<file path="src/rtl/jt900h_div.sv">
// Iterative restoring divider for TLCS-900H DIV/DIVS: 16/8 and 32/16, signed or unsigned.
// One quotient bit per enabled clock; returns packed {rem, quo}, width-coded write enable and V.
module jt900h_div (
    input  logic        rst,
    input  logic        clk,
    input  logic        cen,
    input  logic        start,
    input  logic [2:0]  w,
    input  logic        sgn,
    input  logic [31:0] op0,
    input  logic [15:0] op1,
    output logic        busy,
    output logic        done,
    output logic [2:0]  alu_we,
    output logic        v,
    output logic [31:0] dout
);

    typedef enum logic [1:0] {StIdle, StLoad, StIter, StFix} state_t;

    state_t      state_q, state_d;
    logic [31:0] op0_q, op0_d;
    logic [15:0] op1_q, op1_d;
    logic        w8_q, w8_d;
    logic        sgn_q, sgn_d;
    logic [15:0] rem_q, rem_d;
    logic [15:0] lo_q, lo_d;
    logic [15:0] dvs_q, dvs_d;
    logic        qneg_q, qneg_d;
    logic        rneg_q, rneg_d;
    logic [3:0]  cnt_q, cnt_d;
    logic        busy_q, busy_d;
    logic        done_q, done_d;
    logic [2:0]  we_q, we_d;
    logic        v_q, v_d;
    logic [31:0] dout_q, dout_d;

    logic        a_sign, b_sign, load_ovf;
    logic [31:0] a_mag;
    logic [15:0] b_mag, a_hi, a_lo;
    logic        msb, ge, sovf;
    logic [16:0] top;
    logic [15:0] sub, rem_n, lo_n, q_fix, r_fix, q_half;
    logic [31:0] packed_res;

    // Operand magnitudes and sign bookkeeping, used in LOAD
    always_comb begin
        if (w8_q) begin
            a_sign = sgn_q & op0_q[15];
            b_sign = sgn_q & op1_q[7];
            a_mag  = {16'h0, a_sign ? 16'(~op0_q[15:0] + 16'd1) : op0_q[15:0]};
            b_mag  = {8'h0, b_sign ? 8'(~op1_q[7:0] + 8'd1) : op1_q[7:0]};
            a_hi   = {8'h0, a_mag[15:8]};
            a_lo   = {8'h0, a_mag[7:0]};
        end else begin
            a_sign = sgn_q & op0_q[31];
            b_sign = sgn_q & op1_q[15];
            a_mag  = a_sign ? 32'(~op0_q + 32'd1) : op0_q;
            b_mag  = b_sign ? 16'(~op1_q + 16'd1) : op1_q;
            a_hi   = a_mag[31:16];
            a_lo   = a_mag[15:0];
        end
        // Also catches a zero divisor
        load_ovf = (a_hi >= b_mag);
    end

    // One restoring step; rem_q < dvs_q holds throughout, so the kept difference fits N bits
    always_comb begin
        msb   = w8_q ? lo_q[7] : lo_q[15];
        top   = {rem_q, msb};
        ge    = (top >= {1'b0, dvs_q});
        sub   = 16'(top - {1'b0, dvs_q});
        rem_n = ge ? sub : top[15:0];
        lo_n  = w8_q ? {8'h0, lo_q[6:0], ge} : {lo_q[14:0], ge};
    end

    // Sign correction and signed range check on the final step's result
    always_comb begin
        q_fix      = qneg_q ? 16'(~lo_n + 16'd1) : lo_n;
        r_fix      = rneg_q ? 16'(~rem_n + 16'd1) : rem_n;
        q_half     = w8_q ? 16'h0080 : 16'h8000;
        sovf       = sgn_q & (qneg_q ? (lo_n > q_half) : (lo_n >= q_half));
        packed_res = w8_q ? {16'h0, r_fix[7:0], q_fix[7:0]} : {r_fix, q_fix};
    end

    always_comb begin
        state_d = state_q;
        op0_d   = op0_q;
        op1_d   = op1_q;
        w8_d    = w8_q;
        sgn_d   = sgn_q;
        rem_d   = rem_q;
        lo_d    = lo_q;
        dvs_d   = dvs_q;
        qneg_d  = qneg_q;
        rneg_d  = rneg_q;
        cnt_d   = cnt_q;
        busy_d  = busy_q;
        done_d  = 1'b0;
        we_d    = 3'b000;
        v_d     = v_q;
        dout_d  = dout_q;
        unique case (state_q)
            StIdle: begin
                if (start && (w == 3'b001 || w == 3'b010)) begin
                    op0_d   = op0;
                    op1_d   = op1;
                    w8_d    = w[0];
                    sgn_d   = sgn;
                    busy_d  = 1'b1;
                    state_d = StLoad;
                end
            end
            StLoad: begin
                qneg_d = a_sign ^ b_sign;
                rneg_d = a_sign;
                dvs_d  = b_mag;
                rem_d  = a_hi;
                lo_d   = a_lo;
                cnt_d  = 4'd0;
                if (load_ovf) begin
                    v_d     = 1'b1;
                    done_d  = 1'b1;
                    state_d = StFix;
                end else begin
                    state_d = StIter;
                end
            end
            StIter: begin
                rem_d = rem_n;
                lo_d  = lo_n;
                cnt_d = cnt_q + 4'd1;
                if (cnt_q == (w8_q ? 4'd7 : 4'd15)) begin
                    cnt_d   = 4'd0;
                    done_d  = 1'b1;
                    state_d = StFix;
                    v_d     = sovf;
                    if (!sovf) begin
                        dout_d = packed_res;
                        we_d   = w8_q ? 3'b010 : 3'b100;
                    end
                end
            end
            StFix: begin
                busy_d  = 1'b0;
                state_d = StIdle;
            end
        endcase
    end

    always_ff @(posedge clk or posedge rst) begin
        if (rst) begin
            state_q <= StIdle;
            op0_q   <= 32'h0;
            op1_q   <= 16'h0;
            w8_q    <= 1'b0;
            sgn_q   <= 1'b0;
            rem_q   <= 16'h0;
            lo_q    <= 16'h0;
            dvs_q   <= 16'h0;
            qneg_q  <= 1'b0;
            rneg_q  <= 1'b0;
            cnt_q   <= 4'd0;
            busy_q  <= 1'b0;
            done_q  <= 1'b0;
            we_q    <= 3'b000;
            v_q     <= 1'b0;
            dout_q  <= 32'h0;
        end else if (cen) begin
            state_q <= state_d;
            op0_q   <= op0_d;
            op1_q   <= op1_d;
            w8_q    <= w8_d;
            sgn_q   <= sgn_d;
            rem_q   <= rem_d;
            lo_q    <= lo_d;
            dvs_q   <= dvs_d;
            qneg_q  <= qneg_d;
            rneg_q  <= rneg_d;
            cnt_q   <= cnt_d;
            busy_q  <= busy_d;
            done_q  <= done_d;
            we_q    <= we_d;
            v_q     <= v_d;
            dout_q  <= dout_d;
        end
    end

    assign busy   = busy_q;
    assign done   = done_q;
    assign alu_we = we_q;
    assign v      = v_q;
    assign dout   = dout_q;

endmodule

</file>
<file path="config.mk">
export PLATFORM = sky130hd
export DESIGN_NAME = jt900h_div
export DESIGN_NICKNAME = d
export VERILOG_FILES = /design/src/rtl/jt900h_div.sv
export SDC_FILE = /design/constraint.sdc
export NUM_CORES = 1
export LEC_CHECK = 0
export CAP_MARGIN = 20
export CORE_MARGIN = 2
export CORE_UTILIZATION = 50
export DETAILED_ROUTE_END_ITERATION = 8
export GPL_ROUTABILITY_DRIVEN = 0
export PLACE_DENSITY = 0.71
export SLEW_MARGIN = 15
export SYNTH_ARGS = -nofsm -noshare
export SYNTH_HDL_FRONTEND = slang
export SYNTH_SLANG_ARGS = --single-unit
</file>
<file path="constraint.sdc">
create_clock -name clk -period 11.8 [get_ports clk]
set_input_delay 1.77 -clock clk [delete_from_list [all_inputs] [get_ports clk]]
set_output_delay 1.77 -clock clk [all_outputs]
set_load 0.02 [all_outputs]
</file>
==> qor.yml, run 1 <==
floorplanning:
  num_io_pins: 94
  floorplan.die.width_um: 142
  core_region_area_um2: 18600
  die_h_um: 142
  start_util: 0.509
  num_rows: 50
  die-area_um2: 20100
detailed_routing:
  detailedRoute.firstIterationViolations: 687
  detail_route.wl_per_cell_um: 17.8
  avgViaCountPerCell: 5.89
  drtPass1Iterations: 5
  remaining_routing_drc_violations: 0
  vias: 8223
  totalWireLength_um: 24800
  route.antenna.remaining_nets: 0
layout:
  post-route-cell-area_um2: 11100
  mostFrequentLayoutCell: "sky130_fd_sc_hd__dfrtp_1"
  final-instance-count-excl-fill: 1396
  drive_gt1_frac: 0.0998
  fillCellCount: 1646
  num-nets-final: 1249
  synth_to_final_area_change_pct: 17.3
  antenna-diode-count: 0
  commonest_cells_after_routing_fill_and_taps_aside: "143 x sky130_fd_sc_hd__dfrtp_1, 122 x sky130_fd_sc_hd__nand2_1, 111 x sky130_fd_sc_hd__o21ai_0"
placement:
  placement.setup.worst_slack_ps: 6080
  dp_cells: 1364
  buffer_ports.inserted: 92
  total_half_perimeter_wirelength_after_legalization_and_detailed_placement_um: 18600
  placed_area_um2: 10500
status:
  status: "finished clean"
timing:
  setup_viol_count_final: 0
  timing.slew.headroom: 0.269
  fin_skew_ps: 12.0
  worst_slew_pin_slew_ps: 1090
  setup_repair_after_global_routing_missed_its_margin: "false"
  final_hold_viols: 0
  final-max-slew-violation-count: 0
  max_freq_mhz: 173
  post-route-period-util: 0.489
  post-route-min-period_ps: 5770
  totalNegativeSetupSlack_ps: 0
  final.setup.worst_slack_ps: 6030
logic_synthesis:
  dominant_combinational_cell_family_by_area_after_synthesis: "compound AO/OA/AOI/OAI gates"
  post_synth_and_or_nand_nor_area_fraction: 0.181
  synth_cell_types: 84
  synth_seq_area_share: 0.377
  postSynth.topFlopCell: "sky130_fd_sc_hd__dfrtp_1"
  synthXorXnorAreaFrac: 0.0655
  syn-cell-area_um2: 9500
  postSynthAreaPerCell_um2: 8.75
  synth_edf_count: 0
  synthesized_netlist_net_count: 1185
  synth_area_in_adders: 0.0588
  post_synth_inst_count: 1085
  synth_mux_area_frac: 0.0781
  fraction_of_the_mapped_netlist_area_in_compound_gates: 0.197
  synth.yosys.warnings: 0
  synth.ff_latch_count: 143
  proportion_of_register_bits_with_asynchronous_set_or_reset_after_synthesis: 1.00
run:
  cap_viol_max_count: 0
worst_setup_path:
  cp_max_fo: 53
  timing.critical_path.to_type: "flip-flop"
  setup.worst_path.class: "flip-flop to flip-flop"
  worstPathArrival_ps: 6140
  critPathLaunchType: "flip-flop"
  worst-endpoint-required_ps: 12160
clock_network:
  clk_transition_reported_paths_ps: 70
  insertion_delay_ps: 420
  htree_num_levels: 4
  postCtsResizedCells: 0
  cts-buffers-inserted: 17
  cts-hold-fix-buffers: 0
  post-cts-setup-buffer-count: 0
  max-clock-path-buffers: 2
  cts_tree: "built"
  clock_sink_count: 143
  cts.root.buffer_cell: "sky130_fd_sc_hd__clkbuf_16"
global_routing:
  grt_first_pass_wirelength_um: 40800
  antenna_found_initial: 1
  vias_in_the_first_global_route: 7838
  grt_use_total: 0.256
  grt_start_max_net_pins: 78
  grt.overflow.total: 0
power_and_ir_drop:
  max-vdd-ir-drop_mv: 0.149
  cellPowerDensity_nw_per_um2: 341
  power.leakage_uw: 0.00477
min_path:
  hp-class: "flip-flop to flip-flop"
==> logic make-up (layout without fill, tap and decap cells) <==
logic type	count (synthesis)	after routing
adder cells (fa/ha/maj)	44	44
multiplexers	68	68
AND/OR/NAND/NOR	357	357
other	1	1
AO/OA/AOI/OAI	300	300
XOR/XNOR	71	71
flip-flops	143	143
buffers and inverters	101	178
==> Yosys cell counts (4+ instances only) <==
cell,instances,area share
sky130_fd_sc_hd__a211oi_1,8,0.0063
sky130_fd_sc_hd__a21o_1,17,0.013
sky130_fd_sc_hd__a21oi_1,88,0.046
sky130_fd_sc_hd__a31oi_1,6,0.0040
sky130_fd_sc_hd__and2_1,5,0.0033
sky130_fd_sc_hd__buf_1,5,0.0020
sky130_fd_sc_hd__buf_2,7,0.0037
sky130_fd_sc_hd__clkbuf_1,39,0.015
sky130_fd_sc_hd__dfrtp_1,143,0.38
sky130_fd_sc_hd__ha_1,43,0.057
sky130_fd_sc_hd__inv_1,45,0.018
sky130_fd_sc_hd__mux2_2,48,0.057
sky130_fd_sc_hd__mux2i_1,19,0.020
sky130_fd_sc_hd__nand2_1,122,0.048
sky130_fd_sc_hd__nand2b_1,12,0.0079
sky130_fd_sc_hd__nand3_1,15,0.0079
sky130_fd_sc_hd__nand3b_1,5,0.0040
sky130_fd_sc_hd__nand4_1,6,0.0040
sky130_fd_sc_hd__nor2_1,94,0.037
sky130_fd_sc_hd__nor3_1,33,0.017
sky130_fd_sc_hd__nor3_2,4,0.0042
sky130_fd_sc_hd__nor3b_1,10,0.0079
sky130_fd_sc_hd__nor4_1,7,0.0046
sky130_fd_sc_hd__o211ai_1,7,0.0055
sky130_fd_sc_hd__o21ai_0,111,0.058
sky130_fd_sc_hd__o21ai_1,6,0.0032
sky130_fd_sc_hd__o31a_1,5,0.0046
sky130_fd_sc_hd__o31ai_1,5,0.0040
sky130_fd_sc_hd__or2_2,5,0.0033
sky130_fd_sc_hd__or3_1,17,0.011
sky130_fd_sc_hd__xnor2_1,41,0.038
sky130_fd_sc_hd__xor2_1,30,0.028
==> worst max-delay path, cell delays in order (launching register included) <==
cell and delay, ps:
sky130_fd_sc_hd__dfrtp_1 450, sky130_fd_sc_hd__mux2_1 390, sky130_fd_sc_hd__inv_1 80, sky130_fd_sc_hd__ha_1 150, sky130_fd_sc_hd__nor2b_1 70, sky130_fd_sc_hd__o2111a_1 320, sky130_fd_sc_hd__nor4b_4 380, sky130_fd_sc_hd__or4_1 320
sky130_fd_sc_hd__nand2_2 380, sky130_fd_sc_hd__inv_2 410, sky130_fd_sc_hd__ha_1 240, sky130_fd_sc_hd__nand2b_1 90, sky130_fd_sc_hd__nor3_1 190, sky130_fd_sc_hd__mux2i_1 100, sky130_fd_sc_hd__o221ai_1 260, sky130_fd_sc_hd__nand3_2 760
sky130_fd_sc_hd__nand2b_1 640, sky130_fd_sc_hd__nor3b_1 340, sky130_fd_sc_hd__a21o_1 110
==> where the power goes <==
group | leakage [µW] | internal, µW | switching, µW | total [µW]
combinational | 0.00262 | 930 | 1440 | 2370
sequential | 0.00186 | 653 | 222 | 874
clock | 0.000292 | 323 | 228 | 550
==> state kept, by name, summed over array words and instances, names as in the netlist <==
name and cells:
alu_we 2, busy 1, cnt_q 4, done 1, dout 32, dvs_q 16
lo_q 16, op0_q 32, op1_q 16, qneg_q 1, rem_q 16, rneg_q 1
sgn_q 1, state_q 2, v 1, w8_q 1
==> final cells by class <==
type	count	area, µm²	share of cell area
Multi-Input combinational cell	841	5520	0.496
Sequential cell	143	3580	0.321
Timing Repair Buffer	99	973	0.0874
Clock buffer	20	447	0.0401
Tap cell	234	293	0.0263
Inverter	47	181	0.0163
Clock inverter	12	146	0.0131
==> through the flow <==
stage / hold WS [ps] / power, µW / utilization
global placement: 458 / 3160 / 0.566
finish: 480 / 3800 / 0.598
detailed placement: 471 / 3200 / 0.566
CTS: 485 / 3770 / 0.598
floorplan: 443 / 2590 / -
global route: 505 / 4090 / 0.598
==> final timing paths <==
| kind | startpoint | cells past startpoint | slack, ps | endpoint |
|---|---|---|---|---|
| setup / recovery | lo_q[7] | 18 | 6030 | dout[20] |
| hold / removal | dout[1] | 2 | 480 | dout[1] |
| setup reg to reg | lo_q[7] | 18 | 6030 | dout[20] |
| hold reg to reg | dout[1] | 2 | 480 | dout[1] |
| max in group asynchronous | rst | 3 | 8580 | state_q[1] |
| min in group asynchronous | rst | 2 | 1810 | op1_q[2] |
==> metal layers <==
metal	vias to the layer above	global-route usage	wire length, µm
met4	0	0.0974	824
met5	-	0	0
met1	3849	0.357	11100
li1	3979	-	-
met3	60	0.0499	1680
met2	335	0.398	11200
(Power assumes the default switching activity.)
==> run 2, diff against run 1 <==
clock period = 6.01 ns   (was 11.8 ns; I/O delays follow)
==> qor.yml, run 2 (synthesized netlist as in run 1, its figures left out) <==
floorplanning:
  die_h_um: 142  # unchanged
  start_util: 0.509  # unchanged
  num_rows: 50  # unchanged
  core_region_area_um2: 18600  # unchanged
  num_io_pins: 94  # unchanged
  floorplan.die.width_um: 142  # unchanged
  die-area_um2: 20100  # unchanged
worst_setup_path:
  worst-endpoint-required_ps: 6370  # -5790 ps
  setup.worst_path.class: "flip-flop to flip-flop"
  rr_worst_depth: 18  # unchanged
  r2r_slack_ps: 840  # -5190 ps
  reg2reg_from: "lo_q[7]"
  path_cells: "mux2_1 -> inv_1 -> ha_1 -> nor2b_1 -> o2111a_1 -> nor4b_4 -> or4_1 -> nand2_2 -> inv_2 -> ha_1 -> nand2b_1 -> nor3_1 -> mux2i_1 -> o221ai_1 -> nand3_2 -> nand2b_1 -> a31o_2 -> o21ai_1"
  critPathLaunchType: "flip-flop"
  r2r-end: "dout[30]"
  worstPathArrival_ps: 5530  # -610 ps
  critical_path.top_delay_family: "simple AND/OR/NAND/NOR gates"
  slowest_delay_ps: 540  # -220 ps
  critical_path_buf_inv_count: 2  # unchanged
  cp_max_fo: 23  # -57%
  crit_slowest_cell: "sky130_fd_sc_hd__nand2b_1"
  timing.critical_path.to_type: "flip-flop"
timing:
  final.setup.worst_slack_ps: 838  # -5190 ps
  setup_repair_after_global_routing_missed_its_margin: "false"
  max_freq_mhz: 193  # +12%
  fin_skew_ps: 8.42  # -3.59 ps
  post-route-period-util: 0.861  # +0.371
  final-max-slew-violation-count: 0  # unchanged
  timing.slew.headroom: 0.381  # +0.112
  final_hold_viols: 0  # unchanged
  totalNegativeSetupSlack_ps: 0  # unchanged
  setup_viol_count_final: 0  # unchanged
  worst_slew_pin_slew_ps: 928  # -158 ps
  post-route-min-period_ps: 5170  # -599 ps
power_and_ir_drop:
  total_power_uw: 7470  # +97%
  max-vdd-ir-drop_mv: 0.309  # +110%
  power.leakage_uw: 0.00479  # +0.46%
  cellPowerDensity_nw_per_um2: 667  # +96%
clock_network:
  clk_transition_reported_paths_ps: 60  # about the same
  htree_num_levels: 4  # unchanged
  postCtsResizedCells: 0  # unchanged
  clock_sink_count: 143  # unchanged
  cts_tree: "built"
  cts.root.buffer_cell: "sky130_fd_sc_hd__clkbuf_16"
  max-clock-path-buffers: 2  # unchanged
  cts-hold-fix-buffers: 0  # unchanged
  cts-buffers-inserted: 17  # unchanged
  insertion_delay_ps: 430  # about the same
  post-cts-setup-buffer-count: 0  # unchanged
layout:
  fillCellCount: 1624  # -1.3%
  commonest_cells_after_routing_fill_and_taps_aside: "143 x sky130_fd_sc_hd__dfrtp_1, 122 x sky130_fd_sc_hd__nand2_1, 111 x sky130_fd_sc_hd__o21ai_0"
  finish.utilization: 0.601  # +0.00302
  post-route-cell-area_um2: 11200  # +0.51%
  drive_gt1_frac: 0.101  # +0.00163
  num-nets-final: 1252  # +0.24%
  antenna-diode-count: 0  # unchanged
  mostFrequentLayoutCell: "sky130_fd_sc_hd__dfrtp_1"
  synth_to_final_area_change_pct: 17.9
  area.sequential_um2: 3580  # unchanged
  multi_input_area_um2: 5520  # unchanged
detailed_routing:
  totalWireLength_um: 24400  # -1.8%
  route.antenna.remaining_nets: 0  # unchanged
  avgViaCountPerCell: 5.87  # -0.28%
  detail_route.wl_per_cell_um: 17.4  # -1.9%
  remaining_routing_drc_violations: 0  # unchanged
  drtPass1Iterations: 5  # unchanged
  vias: 8206  # -0.21%
  detailedRoute.firstIterationViolations: 699  # +1.7%
status:
  status: "finished clean"
min_path:
  hold_end: "lo_q[15]"
  hp-start: "lo_q[15]"
  hp-class: "flip-flop to flip-flop"
  whs_path_depth: 2  # unchanged
global_routing:
  antenna_found_initial: 0  # -1
  grt_start_max_net_pins: 99  # +27%
  grt_use_total: 0.249  # -0.00789
  grt_first_pass_wirelength_um: 39500  # -3.1%
  grt.overflow.total: 0  # unchanged
  vias_in_the_first_global_route: 7391  # -5.7%
placement:
  placed_area_um2: 10600  # +0.14%
  total_half_perimeter_wirelength_after_legalization_and_detailed_placement_um: 18100  # -2.4%
  buffer_ports.inserted: 92  # unchanged
  placement.setup.worst_slack_ps: 880  # -5200 ps
run:
  cap_viol_max_count: 0  # unchanged
## run 2: power breakdown
group          internal (µW)  switching (µW)  total [µW]  leakage (µW)
registers               1280             432        1710       0.00186
clock network            711             418        1130      0.000298
logic                   1830            2790        4620       0.00263
total                   3820            3640        7470       0.00479
## run 2: how the worst max path moves through the flow
stage                     startpoint   endpoint  slack (ps)  cells after the start
after floorplan                  rst  alu_we[1]        1270                      1
after global placement       lo_q[7]   dout[30]        1060                     18
after detailed placement     lo_q[7]   dout[30]         880                     18
after CTS                    lo_q[7]   dout[30]         870                     18
after global routing         lo_q[7]   dout[30]         370                     18
final                        lo_q[7]   dout[30]         840                     18
## run 2: metal layers
metal  vias to the layer above  GRT usage  wire length, µm
li1                       3977          -                -
met1                      3900      0.372            11500
met2                       289      0.370            10700
met3                        40     0.0371             1520
met4                         0     0.0800              578
met5                         -          0                0
## run 2: metrics by stage
| step | hold slack, ps | cells |
|---|---|---|
| 2_1_floorplan | 443 | 1085 |
| 3_3_place_gp | 460 | 1366 |
| 3_5_place_dp | 465 | 1366 |
| 4_1_cts | 478 | 1396 |
| 5_1_grt | 510 | 1397 |
| 6_report | 473 | 1397 |
## run 2: final cells by class
| cell class | instances | area share |
|---|---|---|
| Sequential cell | 143 | 0.320 |
| Inverter | 47 | 0.0162 |
| Clock buffer | 20 | 0.0408 |
| Clock inverter | 10 | 0.0145 |
| Timing Repair Buffer | 102 | 0.0896 |
| Multi-Input combinational cell | 841 | 0.493 |
| Tap cell | 234 | 0.0261 |
## run 2: tightest hold or removal path: cells and delay by family, from the launching register on
kind / cells / cell delay (ps)
DFF: 1 / 340
AOI/OAI and AO/OA: 1 / 60
and+or+nand+nor: 1 / 40
==> run 3, diff against run 2 <==
GPL_TIMING_DRIVEN = 0   (was default)
==> qor.yml, run 3 (synthesized netlist as in run 1, its figures left out) <==
floorplanning:
  num_io_pins: 94  # unchanged
  core_region_area_um2: 18600  # unchanged
  start_util: 0.509  # unchanged
  floorplan.die.width_um: 142  # unchanged
  die-area_um2: 20100  # unchanged
  die_h_um: 142  # unchanged
  num_rows: 50  # unchanged
timing:
  setup_viol_count_final: 0  # unchanged
  final_hold_viols: 0  # unchanged
  fin_skew_ps: 9.20  # +0.775 ps
  timing.slew.headroom: 0.470  # +0.0888
  final.setup.worst_slack_ps: 494  # -344 ps
  max_freq_mhz: 181  # -6.2%
  final-max-slew-violation-count: 0  # unchanged
  totalNegativeSetupSlack_ps: 0  # unchanged
  worst_slew_pin_slew_ps: 795  # -133 ps
  setup_repair_after_global_routing_missed_its_margin: "false"
  post-route-period-util: 0.918  # +0.0573
  post-route-min-period_ps: 5520  # +344 ps
layout:
  antenna-diode-count: 0  # unchanged
  num-nets-final: 1298  # +3.7%
  synth_to_final_area_change_pct: 19.8
  commonest_cells_after_routing_fill_and_taps_aside: "143 x sky130_fd_sc_hd__dfrtp_1, 122 x sky130_fd_sc_hd__nand2_1, 111 x sky130_fd_sc_hd__o21ai_0"
  post-route-cell-area_um2: 11400  # +1.6%
  mostFrequentLayoutCell: "sky130_fd_sc_hd__dfrtp_1"
  drive_gt1_frac: 0.102  # +0.000107
global_routing:
  antenna_found_initial: 0  # unchanged
  grt_start_max_net_pins: 88  # -11%
  grt.overflow.total: 0  # unchanged
  grt_use_total: 0.277  # +0.0289
  grt_first_pass_wirelength_um: 43600  # +10%
  vias_in_the_first_global_route: 8311  # +12%
clock_network:
  insertion_delay_ps: 430  # about the same
  cts.root.buffer_cell: "sky130_fd_sc_hd__clkbuf_16"
  htree_num_levels: 4  # unchanged
  cts_tree: "built"
  clock_sink_count: 143  # unchanged
  max-clock-path-buffers: 2  # unchanged
  post-cts-setup-buffer-count: 0  # unchanged
  cts-buffers-inserted: 17  # unchanged
  clk_transition_reported_paths_ps: 60  # about the same
power_and_ir_drop:
  netSwitchingFraction: 0.499  # +0.0106
  max-vdd-ir-drop_mv: 0.361  # +17%
  total_power_uw: 7670  # +2.8%
  power.leakage_uw: 0.00485  # +1.3%
  switchingPower_uw: 3830  # +5.0%
  cellPowerDensity_nw_per_um2: 674  # +1.1%
  internal-power_uw: 3850  # +0.67%
  clkPwrFrac: 0.147  # -0.004
  sequential_fraction_of_design_power: 0.218  # -0.012
  combPwrFrac: 0.634  # +0.015
worst_setup_path:
  crit_slowest_cell: "sky130_fd_sc_hd__mux2_1"
  critPathLaunchType: "flip-flop"
  setup.worst_path.class: "flip-flop to flip-flop"
  cp_max_fo: 10  # -57%
  path_cells: "clkbuf_2 -> mux2_1 -> inv_1 -> ha_1 -> nor2b_1 -> o2111a_1 -> nor4b_4 -> or4_1 -> buf_2 -> nand2_2 -> inv_2 -> buf_2 -> ha_1 -> nand2b_1 -> nor3_1 -> mux2i_1 -> o221ai_1 -> nand3_1 -> clkbuf_2 -> clkbuf_1 -> nand2_1 -> o21ai_0"
  worstPathArrival_ps: 5850  # +320 ps
  timing.critical_path.to_type: "flip-flop"
  worst-endpoint-required_ps: 6350  # -20 ps
  slowest_delay_ps: 440  # -100 ps
detailed_routing:
  drtPass1Iterations: 5  # unchanged
  met1_length_um: 11900  # +2.8%
  highest_layer: "met4"
  vias: 8641  # +5.3%
  remaining_routing_drc_violations: 0  # unchanged
  route.antenna.remaining_nets: 0  # unchanged
  detail_route.wl_per_cell_um: 18.7  # +7.4%
  met3_wirelength_um: 1950  # +28%
  detailedRoute.firstIterationViolations: 645  # -7.7%
  routed-wl-met2_um: 12300  # +15%
  totalWireLength_um: 27100  # +11%
  avgViaCountPerCell: 5.98  # +1.8%
placement:
  total_half_perimeter_wirelength_after_legalization_and_detailed_placement_um: 20600  # +14%
  placement.setup.worst_slack_ps: 263  # -616 ps
  placed_area_um2: 10700  # +1.7%
  buffer_ports.inserted: 92  # unchanged
min_path:
  hp-class: "flip-flop to flip-flop"
run:
  cap_viol_max_count: 0  # unchanged
status:
  status: "finished clean"
run 3: worst paths after layout:
| check | startpoint | to | slack, ps | cells past startpoint |
|---|---|---|---|---|
| worst max-delay path | w8_q | dout[8] | 490 | 22 |
| worst min-delay path | dvs_q[10] | dvs_q[10] | 470 | 2 |
| worst max register to register | w8_q | dout[8] | 490 | 22 |
| worst min register to register | dvs_q[10] | dvs_q[10] | 470 | 2 |
| max in group asynchronous | rst | dout[8] | 4340 | 3 |
| min in group asynchronous | rst | op1_q[11] | 880 | 2 |
run 3: layout make-up:
type | count | area, µm²
timing repair buffer | 94 | 953
buffer | 54 | 229
clock buffer | 19 | 453
inverter | 47 | 184
clock inverter | 13 | 175
multi-input combinational | 841 | 5520
fill | 1662 | 7260
sequential | 143 | 3580
tap | 234 | 293
run 3: power by group through the flow:
stage          Clock (µW)  Sequential (µW)  Combinational [µW]
4_1_cts              1140             1660                4770
6_report             1130             1680                4870
3_3_place_gp            0             1660                4650
5_1_grt              1190             1720                5340
2_1_floorplan           0             1560                3540
3_5_place_dp            0             1680                4740
run 3: timing repair:
action	CTS	global route
hold buffers	0	0
resized for setup	0	4
endpoints found under the setup margin	0	14
run 3: worst max-delay path: cells and delay by family, from the launching register on:
kind                     cells  cell delay [ps]
buffers and inverters        7             1830
AND/OR/NAND/NOR              8             1500
multiplexers                 2              700
AO/OA/AOI/OAI                3              610
flip-flops                   1              400
adder cells (fa/ha/maj)      2              380
run 3: layer usage:
metal | vias to the layer above | track usage
li1 | 4079 | -
met1 | 4114 | 0.374
met2 | 378 | 0.437
met3 | 70 | 0.0543
met4 | 0 | 0.118
met5 | - | 0
run 3: through the flow:
stage,utilization,std cells,hold slack (ps)
after CTS,0.610,1444,483
after floorplan,-,1085,443
after detailed placement,0.576,1412,470
after global placement,0.574,1411,459
after global routing,0.610,1445,493
final,0.610,1445,475
